### src/rtl/opl3_axi4lite_mc.sv
// opl3_axi4lite_mc: AXI4-Lite register-write bridge feeding NUM_CORES OPL3 cores.
// Define OPL3_AXI_SHADOW_EN to build the per-core register shadow readback RAM.
module opl3_axi4lite_mc #(
  parameter int NUM_CORES  = 2,
  parameter int FIFO_DEPTH = 16,
  parameter int WR_GAP     = 32
) (
  input  logic                 clk_i,
  input  logic                 rst_ni,
  input  logic                 cfg_awvalid_i,
  input  logic [31:0]          cfg_awaddr_i,
  output logic                 cfg_awready_o,
  input  logic                 cfg_wvalid_i,
  input  logic [31:0]          cfg_wdata_i,
  input  logic [3:0]           cfg_wstrb_i,
  output logic                 cfg_wready_o,
  output logic                 cfg_bvalid_o,
  output logic [1:0]           cfg_bresp_o,
  input  logic                 cfg_bready_i,
  input  logic                 cfg_arvalid_i,
  input  logic [31:0]          cfg_araddr_i,
  output logic                 cfg_arready_o,
  output logic                 cfg_rvalid_o,
  output logic [31:0]          cfg_rdata_o,
  output logic [1:0]           cfg_rresp_o,
  input  logic                 cfg_rready_i,
  output logic [NUM_CORES-1:0] opl_we_o,
  output logic [8:0]           opl_adr_o,
  output logic [7:0]           opl_data_o
);
  localparam int CORE_W = (NUM_CORES > 1) ? $clog2(NUM_CORES) : 1;
  localparam int PW = $clog2(FIFO_DEPTH);
  localparam int LW = PW + 1;
  localparam int EW = CORE_W + 17;
  localparam logic [2:0] NC = 3'(NUM_CORES);
  localparam logic [LW-1:0] FULL_LVL = LW'(FIFO_DEPTH);
  localparam logic [7:0] GAP_LD = 8'(WR_GAP - 1);

  logic aw_held, w_held, w_strb0;
  logic [31:0] aw_addr;
  logic [7:0] w_data;
  logic bvalid, rvalid, err_sticky;
  logic [EW-1:0] mem [FIFO_DEPTH];
  logic [PW-1:0] wr_ptr, rd_ptr;
  logic [LW-1:0] level;
  logic [7:0] gap;
  logic full, empty, pop, commit, aw_bad, push, ar_acc, st_rd;
  logic [1:0] aw_cidx;
  logic [EW-1:0] entry, head;
  logic [CORE_W-1:0] head_core;
  logic [NUM_CORES-1:0] head_oh;
  logic [31:0] rd_word;
  logic [1:0] rd_resp;
  logic unused_bits;

`ifdef OPL3_AXI_SHADOW_EN
  logic [7:0] shadow [NUM_CORES*512];
`endif

  assign cfg_awready_o = ~aw_held;
  assign cfg_wready_o  = ~w_held;
  assign cfg_arready_o = ~rvalid;
  assign cfg_bvalid_o  = bvalid;
  assign cfg_rvalid_o  = rvalid;

  assign full   = (level == FULL_LVL);
  assign empty  = (level == '0);
  assign pop    = ~empty & (gap == 8'd0);
  // The full two-bit core field is decoded so unused core bits fault too.
  assign aw_cidx = aw_addr[12:11];
  assign aw_bad = ({1'b0, aw_cidx} >= NC) | (aw_addr[31:13] != 19'd0);
  assign commit = aw_held & w_held & ~bvalid & (~full | pop);
  assign push   = commit & ~aw_bad & w_strb0;
  assign entry  = {aw_cidx[CORE_W-1:0], aw_addr[10:2], w_data};
  assign head      = mem[rd_ptr];
  assign head_core = head[EW-1:17];
  assign ar_acc = cfg_arvalid_i & ~rvalid;
  assign st_rd  = ar_acc & ~cfg_araddr_i[13];
  assign unused_bits = ^{cfg_wdata_i[31:8], cfg_wstrb_i[3:1],
                         cfg_araddr_i, aw_addr[1:0]};

  // One-hot strobe for the core at the queue head
  always_comb begin
    head_oh = '0;
    head_oh[head_core] = 1'b1;
  end

  // Read data mux: status word or shadow byte
  always_comb begin
    rd_word = '0;
    rd_resp = 2'b00;
    if (!cfg_araddr_i[13])
      rd_word = {15'd0, err_sticky, 6'd0, empty, full,
                 2'd0, 6'(level)};
`ifdef OPL3_AXI_SHADOW_EN
    else if ({1'b0, cfg_araddr_i[12:11]} >= NC)
      rd_resp = 2'b10;
    else
      rd_word = {24'd0, shadow[{cfg_araddr_i[11+CORE_W-1:11],
                                cfg_araddr_i[10:2]}]};
`endif
  end

  // Independent AW and W single-entry holds
  always_ff @(posedge clk_i or negedge rst_ni) begin
    if (!rst_ni) begin
      aw_held <= 1'b0;
      w_held  <= 1'b0;
      aw_addr <= '0;
      w_data  <= '0;
      w_strb0 <= 1'b0;
    end else begin
      if (cfg_awvalid_i && !aw_held) begin
        aw_held <= 1'b1;
        aw_addr <= cfg_awaddr_i;
      end else if (commit) begin
        aw_held <= 1'b0;
      end
      if (cfg_wvalid_i && !w_held) begin
        w_held  <= 1'b1;
        w_data  <= cfg_wdata_i[7:0];
        w_strb0 <= cfg_wstrb_i[0];
      end else if (commit) begin
        w_held <= 1'b0;
      end
    end
  end

  // Write response channel
  always_ff @(posedge clk_i or negedge rst_ni) begin
    if (!rst_ni) begin
      bvalid      <= 1'b0;
      cfg_bresp_o <= 2'b00;
    end else if (commit) begin
      bvalid      <= 1'b1;
      cfg_bresp_o <= aw_bad ? 2'b10 : 2'b00;
    end else if (bvalid && cfg_bready_i) begin
      bvalid <= 1'b0;
    end
  end

  // Queue pointers and fill level
  always_ff @(posedge clk_i or negedge rst_ni) begin
    if (!rst_ni) begin
      wr_ptr <= '0;
      rd_ptr <= '0;
      level  <= '0;
    end else begin
      if (push) wr_ptr <= wr_ptr + PW'(1);
      if (pop)  rd_ptr <= rd_ptr + PW'(1);
      if (push && !pop)      level <= level + LW'(1);
      else if (pop && !push) level <= level - LW'(1);
    end
  end

  // Queue storage; stale entries are harmless after reset
  always_ff @(posedge clk_i) begin
    if (push) mem[wr_ptr] <= entry;
  end

  // Paced issue of queued writes to the cores
  always_ff @(posedge clk_i or negedge rst_ni) begin
    if (!rst_ni) begin
      gap        <= '0;
      opl_we_o   <= '0;
      opl_adr_o  <= '0;
      opl_data_o <= '0;
    end else begin
      opl_we_o <= pop ? head_oh : '0;
      if (pop) begin
        gap        <= GAP_LD;
        opl_adr_o  <= head[16:8];
        opl_data_o <= head[7:0];
      end else if (gap != 8'd0) begin
        gap <= gap - 8'd1;
      end
    end
  end

  // Read channel and sticky decode-error flag (set beats clear)
  always_ff @(posedge clk_i or negedge rst_ni) begin
    if (!rst_ni) begin
      rvalid      <= 1'b0;
      cfg_rdata_o <= '0;
      cfg_rresp_o <= 2'b00;
      err_sticky  <= 1'b0;
    end else begin
      if (ar_acc) begin
        rvalid      <= 1'b1;
        cfg_rdata_o <= rd_word;
        cfg_rresp_o <= rd_resp;
      end else if (rvalid && cfg_rready_i) begin
        rvalid <= 1'b0;
      end
      if (commit && aw_bad) err_sticky <= 1'b1;
      else if (st_rd)       err_sticky <= 1'b0;
    end
  end

`ifdef OPL3_AXI_SHADOW_EN
  // Shadow copy of every accepted register write
  always_ff @(posedge clk_i) begin
    if (push)
      shadow[{aw_cidx[CORE_W-1:0], aw_addr[10:2]}] <= w_data;
  end
`endif

endmodule

### config.mk
export PLATFORM = sky130hd
export DESIGN_NAME = opl3_axi4lite_mc
export DESIGN_NICKNAME = d
export VERILOG_FILES = /design/src/rtl/opl3_axi4lite_mc.sv
export SDC_FILE = /design/constraint.sdc
export NUM_CORES = 1
export LEC_CHECK = 0
export ABC_CLOCK_PERIOD_IN_PS = 9000
export BUFFER_PORTS_ARGS = -buffer_cell sky130_fd_sc_hd__buf_2
export CAP_MARGIN = 25
export CORE_ASPECT_RATIO = 1.5
export CORE_MARGIN = 2
export CORE_UTILIZATION = 40
export DETAILED_ROUTE_END_ITERATION = 7
export SLEW_MARGIN = 30
export SYNTH_ARGS = -nofsm -noshare
export SYNTH_HDL_FRONTEND = slang
export SYNTH_SLANG_ARGS = --single-unit
### constraint.sdc
create_clock -name clk_i -period 9 [get_ports clk_i]
set_input_delay 0.45 -clock clk_i [delete_from_list [all_inputs] [get_ports clk_i]]
set_output_delay 0.45 -clock clk_i [all_outputs]
set_load 0.03 [all_outputs]
Word-level counts from Yosys, hierarchy flattened
Memories as Yosys holds them, arrays and structs flattened.
Index checks and enable logic that the tools add are counted.
Widths: inputs -> output; s select.
- logic and storage cells: 88
- output and inout bits: 60
- memories kept: 1
- register bits after elaboration: 120
- memory bits (writable): 288
- input bits: 107
- reduce and logical (&&, ||, !) cells: 23
- magnitude comparators: 3
- bitwise logic cells: 18
- equality and inequality tests: 1
- $add $sub $neg: 5
- mux-type cells: 20
- memories (memory ; depth ; bits a word ; read ports ; clocked after memory_dff ; wr ports ; RTL line ; text):
    mem ; 16 ; 18 ; 1 ; 0 ; 1 ; 43 ; logic [EW-1:0] mem [FIFO_DEPTH];
- operators with widths (operator ; count):
    $reduce_bool 19->1 ; 1
    $mux 17 ; 1
    $mux 8 ; 2
    $reduce_bool 2->1 ; 7
    $mux 1 ; 12
    $mux 5 ; 2
    $add 4x1->4 const B ; 2
    $and 1x1->1 ; 8
    $logic_and 1x1->1 ; 8
    $logic_not 8->1 ; 1
    $not 1->1 ; 8
    $reduce_bool 8->1 ; 1
    $sub 8x1->8 const B ; 1
    $add 5x1->5 const B ; 1
    $eq 5x5->1 const B ; 1
    $logic_not 5->1 ; 1
    $sub 5x1->5 const B ; 1
    $logic_not 1->1 ; 4
    $mux 2 ; 2
    $ge 2x2->1 const B ; 1
    $lt 1x2->1 const B ; 1
    $or 1x1->1 ; 2
    $demux 1 s1 ; 1
    $ge 1x1->1 const B ; 1

Depth between registers and ports, before layout
Gate-level depths: netlist of the first run.
- word-level depth: 11
- gate-level depth with buffers: 15

Worst setup path after synthesis of the first run
Ideal clock, no wire load.
- path type: reg2reg
- start: register gap[2]
- end: memory mem[0][0] (netlist bit) (enable)
- period minus slack after synthesis: 3767 ps
- cell stages (with the launch flop): 8
- library setup time: 416 ps
- arrival time: 3351 ps
- buffers on the path: 2
- required time: 8584 ps
- setup slack: 5233 ps
- cells stage by stage: dfrtp_1 -> or4_4 -> buf_6 -> or3_4 -> buf_6 -> a31oi_4 -> nand3b_2 -> nor3_1
- cells in the longest elaborated chain, start to end: 8
- ends and longest elaborated chain (element ; RTL line ; text):
    from (decl) ; 46 ; logic [7:0] gap;
    from (signal assigned) ; 175 ; gap <= gap - 8'd1;
    $logic_not 8->1 ; 68 ; assign pop = ~empty & (gap == 8'd0);
    $and 1x1->1 ; 68 ;
    $or 1x1->1 ; 72 ; assign commit = aw_held & w_held & ~bvalid & (~full | pop);
    $and 1x1->1 ; 72 ;
    $and 1x1->1 (2 in series) ; 73 ; assign push = commit & ~aw_bad & w_strb0;
    $mux 1 ; 158 ; if (push) mem[wr_ptr] <= entry;
    $mux 1 (implied by the code) ; 158 ;
    to (decl) ; 43 ;
Every way passes these cells.

Worst setup path in the final report of the first run
- start: register gap[2]
- end: register level[4]
- cells in the longest elaborated chain, start to end: 9
- elaborated cells between the ends (all ways): 12
- those cells by class: mux (1); bitwise (5); reduce/logical (6)
- ends and longest elaborated chain (element ; RTL line ; text):
    $logic_not 8->1 (*) ; 68 ;
    $and 1x1->1 (*) ; 68 ;
    $or 1x1->1 ; 72 ;
    $and 1x1->1 ; 72 ;
    $and 1x1->1 (2 in series) ; 73 ;
    $logic_not 1->1 ; 152 ; else if (pop && !push) level <= level - LW'(1);
    $logic_and 1x1->1 ; 152 ;
    $reduce_bool 2->1 (no source line) ; -- ;
    to (signal assigned) ; 151 ; if (push && !pop) level <= level + LW'(1);
    to (signal assigned) ; 152 ;
    to (decl) ; 45 ; logic [LW-1:0] level;
Every way passes the cells marked *; elsewhere a longest branch is shown, timed or not.
A chain may end at the register's enable or synchronous reset.

==> results of run 1 <==
report_power, final:
group	switching (µW)	total [µW]	internal (µW)
combinational	431	733	301
sequential	300	2570	2270
clock	627	1540	912
final cells by class:
| type | instances | area (µm²) |
|---|---|---|
| Clock inverter | 19 | 219.0 |
| Fill cell | 3116 | 19660 |
| Sequential cell | 381 | 10980 |
| Multi-Input combinational cell | 357 | 3752 |
| Timing Repair Buffer | 98 | 543.0 |
| Tap cell | 484 | 605.6 |
| Clock buffer | 45 | 975.9 |
| Inverter | 18 | 67.56 |
cell usage in the layout (no fill, tap or decap), types with 3 or more instances in the layout:
cell type   Yosys  routed
edfxtp_1      288     288
dfrtp_1        93      91
buf_2           4      78
mux4_2         73      73
mux2_2         56      56
clkbuf_16       0      37
o22ai_1        34      34
conb_1          1      27
nand2_1        24      23
a21oi_1        23      23
buf_4          28      19
inv_1          17      17
o21ai_0        13      13
nor2_1         24      12
ha_1           12      12
xnor2_1        11      11
nand3_1         9       9
clkinv_1        0       7
nor4_1          7       6
nor2_2          0       6
nor2_4          0       6
clkbuf_1       24       6
nand2b_1        6       5
bufinv_16       0       5
nor3_2          0       4
o31ai_1         4       4
a21o_1          3       3
nand4_1         3       3
clkinv_2        0       3
clkinvlp_4      0       3
layer usage:
metal / routed length, µm / vias to the layer above / global-route usage, %
li1: - / 3271 / -
met1: 12040 / 3831 / 19.25
met2: 17000 / 208 / 30.69
met3: 1261 / 47 / 1.976
met4: 857 / 0 / 5.524
met5: 0 / - / 0
critical path: stages, from the launching register on:
cell and delay (ns):
dfrtp_1 0.42, or4_4 0.60, a2111oi_4 0.33, buf_4 0.53
inv_2 0.17, ha_1 0.28, inv_1 0.16, ha_1 0.27
a21o_1 0.18, a21oi_1 0.22, mux2i_1 0.24, xnor2_1 0.14
registers in the layout (all words and copies together), names as in the netlist, 2 cells and up:
signal / cells
w_data: 8
wr_ptr: 4
cfg_rdata_o: 8
mem: 288
opl_adr_o: 9
opl_data_o: 8
level: 5
rd_ptr: 4
opl_we_o: 2
aw_addr: 30
gap: 8
logic make-up (layout without fill, tap and decap cells):
| family | Yosys count | in the layout | share of synthesized area [%] |
|---|---|---|---|
| AND/OR/NAND/NOR | 90 | 90 | 2.983 |
| adder cells (fa/ha/maj) | 13 | 13 | 1.136 |
| AO/OA/AOI/OAI | 83 | 83 | 3.518 |
| buffers and inverters | 83 | 180 | 2.916 |
| multiplexers | 131 | 131 | 15.36 |
| other | 1 | 27 | 0.02504 |
| flip-flops | 381 | 381 | 73.30 |
| XOR/XNOR | 13 | 13 | 0.7604 |
timing repair:
item,4_1_cts,5_1_grt
setup buffers,0,0
endpoints found under the hold margin,37,0
hold buffers,1,0
gates resized for setup,0,0
worst paths after layout:
kind,to,slack (ns),depth (start not counted)
min reg2reg,cfg_rdata_o[4]$_DFFE_PN0P_,0.48,1
max in group asynchronous,w_data[1]$_DFFE_PN0P_,7.32,3
min in group asynchronous,aw_addr[24]$_DFFE_PN0P_,0.47,2
max,level[4]$_DFFE_PN0P_,5.37,11
min,cfg_rvalid_o$_DFFE_PN0P_,0.12,2
max reg2reg,level[4]$_DFFE_PN0P_,5.37,11
through the flow:
stage / instances / hold WS, ns
3_5_place_dp: 1337 / 0.4604
2_1_floorplan: 821 / 0.1544
4_1_cts: 1402 / 0.08322
5_1_grt: 1402 / 0.1068
6_report: 1402 / 0.1150
3_3_place_gp: 1337 / 0.4612
==> results.sh, run 1 <==
export IMPL_setup_viol=0
export IMPL_die_w_um=162.0
export IMPL_min_period_over_period_pct=40.35
export IMPL_path_class="register to register"
export IMPL_vias=7357
export IMPL_crit_arrival_ns=4.07
export IMPL_synth_ff_type="edfxtp_1"
export IMPL_coreArea_um2=36800
export IMPL_synthTopCellsByCount="edfxtp_1 (288), dfrtp_1 (93), mux4_2 (73)"
export IMPL_rr_startpoint="gap[2]$_DFFE_PN0P_"
export IMPL_ys_types=44
export IMPL_num_antenna_cells=0
export IMPL_netlist_instances=795
export IMPL_outcome="complete, no violations"
export IMPL_drt_initial_drc_count=589
export IMPL_synth_edf_count=288
export IMPL_root_buffer="clkbuf_16"
export IMPL_ys_warn_count=0
export IMPL_synth_async_reset_ratio_pct=24.41
export IMPL_dp_hpwl_mm=17.87
export IMPL_ys_ff_latch=381
export IMPL_worst_slack_ns=5.368
export IMPL_areaGrowthSynthToFinish_pct=14.50
export IMPL_drt_wl_total_mm=31.16
export IMPL_synthTopCellsByArea="edfxtp_1 (58%), dfrtp_1 (16%), mux4_2 (11%), mux2_2 (4.2%), o22ai_1 (1.4%)"
export IMPL_worstMarginPinSlew_ns=0.9417
export IMPL_max_freq_ghz=0.2754
export IMPL_cts_tree="done"
export IMPL_crit_required_ns=9.44
export IMPL_die_h_um=241.0
export IMPL_crit_start="gap[2]$_DFFE_PN0P_"
export IMPL_cts_max_path_buffers=3
export IMPL_drive_gt1_share_pct=33.77
export IMPL_yosysSeqAreaShare_pct=73.30
export IMPL_netlist_area_um2=14970
export IMPL_post_route_util_pct=46.59
export IMPL_grt_first_pass_wirelength_mm=47.16
export IMPL_synth_most_common_cell="edfxtp_1"
export IMPL_first_pass_iters=4
export IMPL_clock_latency_ns=0.52
export IMPL_slew_violations=0
export IMPL_hold_path_class="primary input to register"
export IMPL_grt_max_degree=57
export IMPL_clk_pin_slew_ns=0.06
export IMPL_antenna_found_initial=0
export IMPL_io_pins=167
export IMPL_power_density_nw_per_um2=282.6
export IMPL_overflow=0
export IMPL_yosysTopAreaCellShare_pct=57.76
export IMPL_vias_per_cell=5.248
export IMPL_power_leakage_uw=0.005906
export IMPL_period_minus_slack_ns=3.632
export IMPL_cts_buffers=36
export IMPL_grt_usage_pct=16.32
export IMPL_place_area_um2=15940
export IMPL_dpl_worst_slack_ns=5.406
export IMPL_htree_num_levels=2
export IMPL_slew_headroom_pct=37.07
export IMPL_endpoint_kind="register"
export IMPL_hold_viol_final=0
export IMPL_drc=0
export IMPL_gp_congestion=0.7344
export IMPL_ant_nets=0
export IMPL_crit_fanout=42
export IMPL_rsz0062_at_grt="no"
export IMPL_initial_utilization_pct=40.69
export IMPL_maxCapViolations=0
export IMPL_port_buffers=79
export IMPL_finalSetupTns_ns=0
export IMPL_design_die_area_um2=39030
export IMPL_grt_pass1_vias=7793
export IMPL_final_area_um2=17140
export IMPL_skew_ns=0.01031
export IMPL_synth_top_area_cell="edfxtp_1"
export IMPL_rows=86
export IMPL_routedWlPerCell_um=22.22
export IMPL_p_total_uw=4845
export IMPL_synth_area_per_cell_um2=18.83
export IMPL_cts_sinks=381
export IMPL_startpoint_type="register"
export IMPL_fin_nets=1012
export IMPL_hp_start="cfg_rready_i"
export IMPL_irDropWorstVdd_mv=0.1853
No activity file was read; power rests on OpenSTA's default activity.
==> inputs of run 2 (changes only) <==
--- a/config.mk
+++ b/config.mk
@@ -5,7 +5,7 @@
 export SDC_FILE = /design/constraint.sdc
 export NUM_CORES = 1
 export LEC_CHECK = 0
-export ABC_CLOCK_PERIOD_IN_PS = 9000
+export ABC_CLOCK_PERIOD_IN_PS = 3300
 export BUFFER_PORTS_ARGS = -buffer_cell sky130_fd_sc_hd__buf_2
 export CAP_MARGIN = 25
 export CORE_ASPECT_RATIO = 1.5
==> constraint.sdc (replaced) <==
create_clock -name clk_i -period 3.3 [get_ports clk_i]
set_input_delay 0.165 -clock clk_i [delete_from_list [all_inputs] [get_ports clk_i]]
set_output_delay 0.165 -clock clk_i [all_outputs]
set_load 0.03 [all_outputs]
==> run 2 against run 1 <==
Net effect: cell count grew 4.5%; wire length grew 1.9%; via count grew 2.8%; critical endpoint unchanged.
==> results.sh, run 2 (synthesized netlist as in run 1, its figures left out) <==
export IMPL_post_route_util_pct=48.68
export IMPL_worstMarginPinSlew_ns=0.7248
export IMPL_skew_ns=0.01281
export IMPL_ant_nets=0
export IMPL_drt_initial_drc_count=566
export IMPL_max_freq_ghz=0.3189
export IMPL_fin_nets=1075
export IMPL_swShare_pct=28.31
export IMPL_grtUsageMet2_pct=32.11
export IMPL_setup_viol=0
export IMPL_largest_register="mem"
export IMPL_antenna_found_initial=0
export IMPL_crit_path_top_delay_cell="or4_4"
export IMPL_port_buffers=79
export IMPL_cts_max_path_buffers=3
export IMPL_outcome="complete, no violations"
export IMPL_slew_headroom_pct=51.68
export IMPL_dp_hpwl_mm=18.82
export IMPL_grt_max_degree=49
export IMPL_drc=0
export IMPL_slew_violations=0
export IMPL_power_leakage_uw=0.006243
export IMPL_design_die_area_um2=39030
export IMPL_grt_usage_pct=16.90
export IMPL_root_buffer="clkbuf_16"
export IMPL_initial_utilization_pct=40.69
export IMPL_met3_usage_pct=1.856
export IMPL_clkPwrFrac_pct=31.3
export IMPL_combPwrFrac_pct=15.5
export IMPL_critPathTopFamily="simple AND/OR/NAND/NOR gates"
export IMPL_rows=86
export IMPL_die_w_um=162.0
export IMPL_first_pass_iters=5
export IMPL_mostFrequentLayoutCells="edfxtp_1 (288), dfrtp_1 (91), buf_2 (78)"
export IMPL_maxCapViolations=0
export IMPL_clock_latency_ns=0.52
export IMPL_power_frac_seq_pct=53.2
export IMPL_crit_fanout=5
export IMPL_cts_tree="done"
export IMPL_vias_per_cell=5.164
export IMPL_hold_path_class="primary input to register"
export IMPL_crit_required_ns=3.74
export IMPL_crit_path_cell_trace="or4_4, or3_4, a31oi_4, nand3_4, inv_1, ha_2, inv_1, ha_1, a21o_1, a21oi_2, mux2i_1, xnor2_1"
export IMPL_cpPeakStageDelay_ns=0.56
export IMPL_rsz0062_at_grt="no"
export IMPL_busiest_layer="met2"
export IMPL_coreArea_um2=36800
export IMPL_regArea_um2=10980
export IMPL_drt_wl_total_mm=31.74
export IMPL_p_sw_uw=3752
export IMPL_path_class="register to register"
export IMPL_power_density_nw_per_um2=739.9
export IMPL_crit_buf_inv=2
export IMPL_cts_sinks=381
export IMPL_htree_num_levels=2
export IMPL_routedWlPerCell_um=21.66
export IMPL_num_antenna_cells=0
export IMPL_vias=7565
export IMPL_final_common_cell="edfxtp_1"
export IMPL_hold_viol_final=0
export IMPL_min_period_over_period_pct=95.03
export IMPL_intPower_uw=9503
export IMPL_grt_util_met1_pct=20.36
export IMPL_startpoint_type="register"
export IMPL_overflow=0
export IMPL_areaGrowthSynthToFinish_pct=19.65
export IMPL_irDropWorstVdd_mv=0.5575
export IMPL_io_pins=167
export IMPL_grt_pass1_vias=8215
export IMPL_largest_reg_flops=288
export IMPL_cts_buffers=36
export IMPL_clk_pin_slew_ns=0.07
export IMPL_multi_input_area_um2=3739
export IMPL_period_minus_slack_ns=3.136
export IMPL_reg_top3="mem x288, aw_addr x30, opl_adr_o x9"
export IMPL_endpoint_kind="register"
export IMPL_holdWs_ns=0.1437
export IMPL_die_h_um=241.0
export IMPL_drive_gt1_share_pct=33.54
export IMPL_crit_arrival_ns=3.58
export IMPL_cp_common_cell="inv_1"
export IMPL_grt_first_pass_wirelength_mm=49.25
export IMPL_gp_congestion=0.7407
export IMPL_p_total_uw=13260
export IMPL_nFillCells=3061
==> run 2: metrics by stage <==
| step | cell area, µm² | cells | TNS [ns] | setup WS, ns |
|---|---|---|---|---|
| after global placement | 16260 | 1354 | 0 | 0.1113 |
| final | 17920 | 1465 | 0 | 0.1640 |
| after global routing | 17920 | 1465 | 0 | 0.02522 |
| after floorplan | 15090 | 821 | -15.11 | -0.4196 |
| after detailed placement | 16260 | 1354 | 0 | 0.05413 |
| after CTS | 17860 | 1462 | 0 | 0.03486 |
==> run 2: area by class of cell <==
| class | instances | area share [%] |
|---|---|---|
| Inverter | 18 | 0.3771 |
| Multi-Input combinational cell | 357 | 20.87 |
| Clock inverter | 18 | 1.048 |
| Clock buffer | 46 | 5.468 |
| Tap cell | 484 | 3.380 |
| Timing Repair Buffer | 161 | 7.570 |
| Sequential cell | 381 | 61.29 |
==> run 2: worst reg2reg max path, stage by stage, from the launching register on <==
cell and delay (ns):
dfrtp_1 0.41, or4_4 0.56, or3_4 0.39, a31oi_4 0.19, nand3_4 0.12, inv_1 0.08, ha_2 0.20, inv_1 0.11
ha_1 0.31, a21o_1 0.19, a21oi_2 0.14, mux2i_1 0.23, xnor2_1 0.13
==> run 2: power by group through the flow <==
stage          Sequential, µW  Clock (µW)  Combinational [µW]
3_5_place_dp             7170           0                2020
3_3_place_gp             7120           0                1980
4_1_cts                  7080        4230                2060
5_1_grt                  7200        4410                2260
6_report                 7050        4140                2060
2_1_floorplan            7070           0                1240
==> run 2: what timing repair did <==
| action | CTS | global route |
|---|---|---|
| hold endpoints to repair | 92 | 0 |
| setup buffers | 0 | 2 |
| setup endpoints to repair | 0 | 1 |
| hold buffers | 44 | 0 |
| gates resized for setup | 0 | 1 |
==> run 2: final timing paths <==
check                                    from                     to  depth (start not counted)  slack (ns)
min reg2reg                gap[7]$_DFFE_PN0P_     gap[7]$_DFFE_PN0P_                          1        0.48
min in group asynchronous              rst_ni   level[2]$_DFFE_PN0P_                          2        0.24
max in group asynchronous              rst_ni  w_data[7]$_DFFE_PN0P_                          3        2.31
min                             cfg_awvalid_i    aw_held$_DFFE_PN0P_                          3        0.14
max                        gap[4]$_DFFE_PN0P_   level[4]$_DFFE_PN0P_                         12        0.16
max reg2reg                gap[4]$_DFFE_PN0P_   level[4]$_DFFE_PN0P_                         12        0.16
==> run 2: metal layers <==
| metal | wire [µm] | vias to the layer above | part of all wire [%] |
|---|---|---|---|
| met3 | 1633 | 43 | 5.1 |
| met4 | 568 | 0 | 1.8 |
| met1 | 11850 | 3914 | 37 |
| met2 | 17690 | 208 | 56 |
| li1 | - | 3400 | - |
| met5 | 0 | - | 0 |
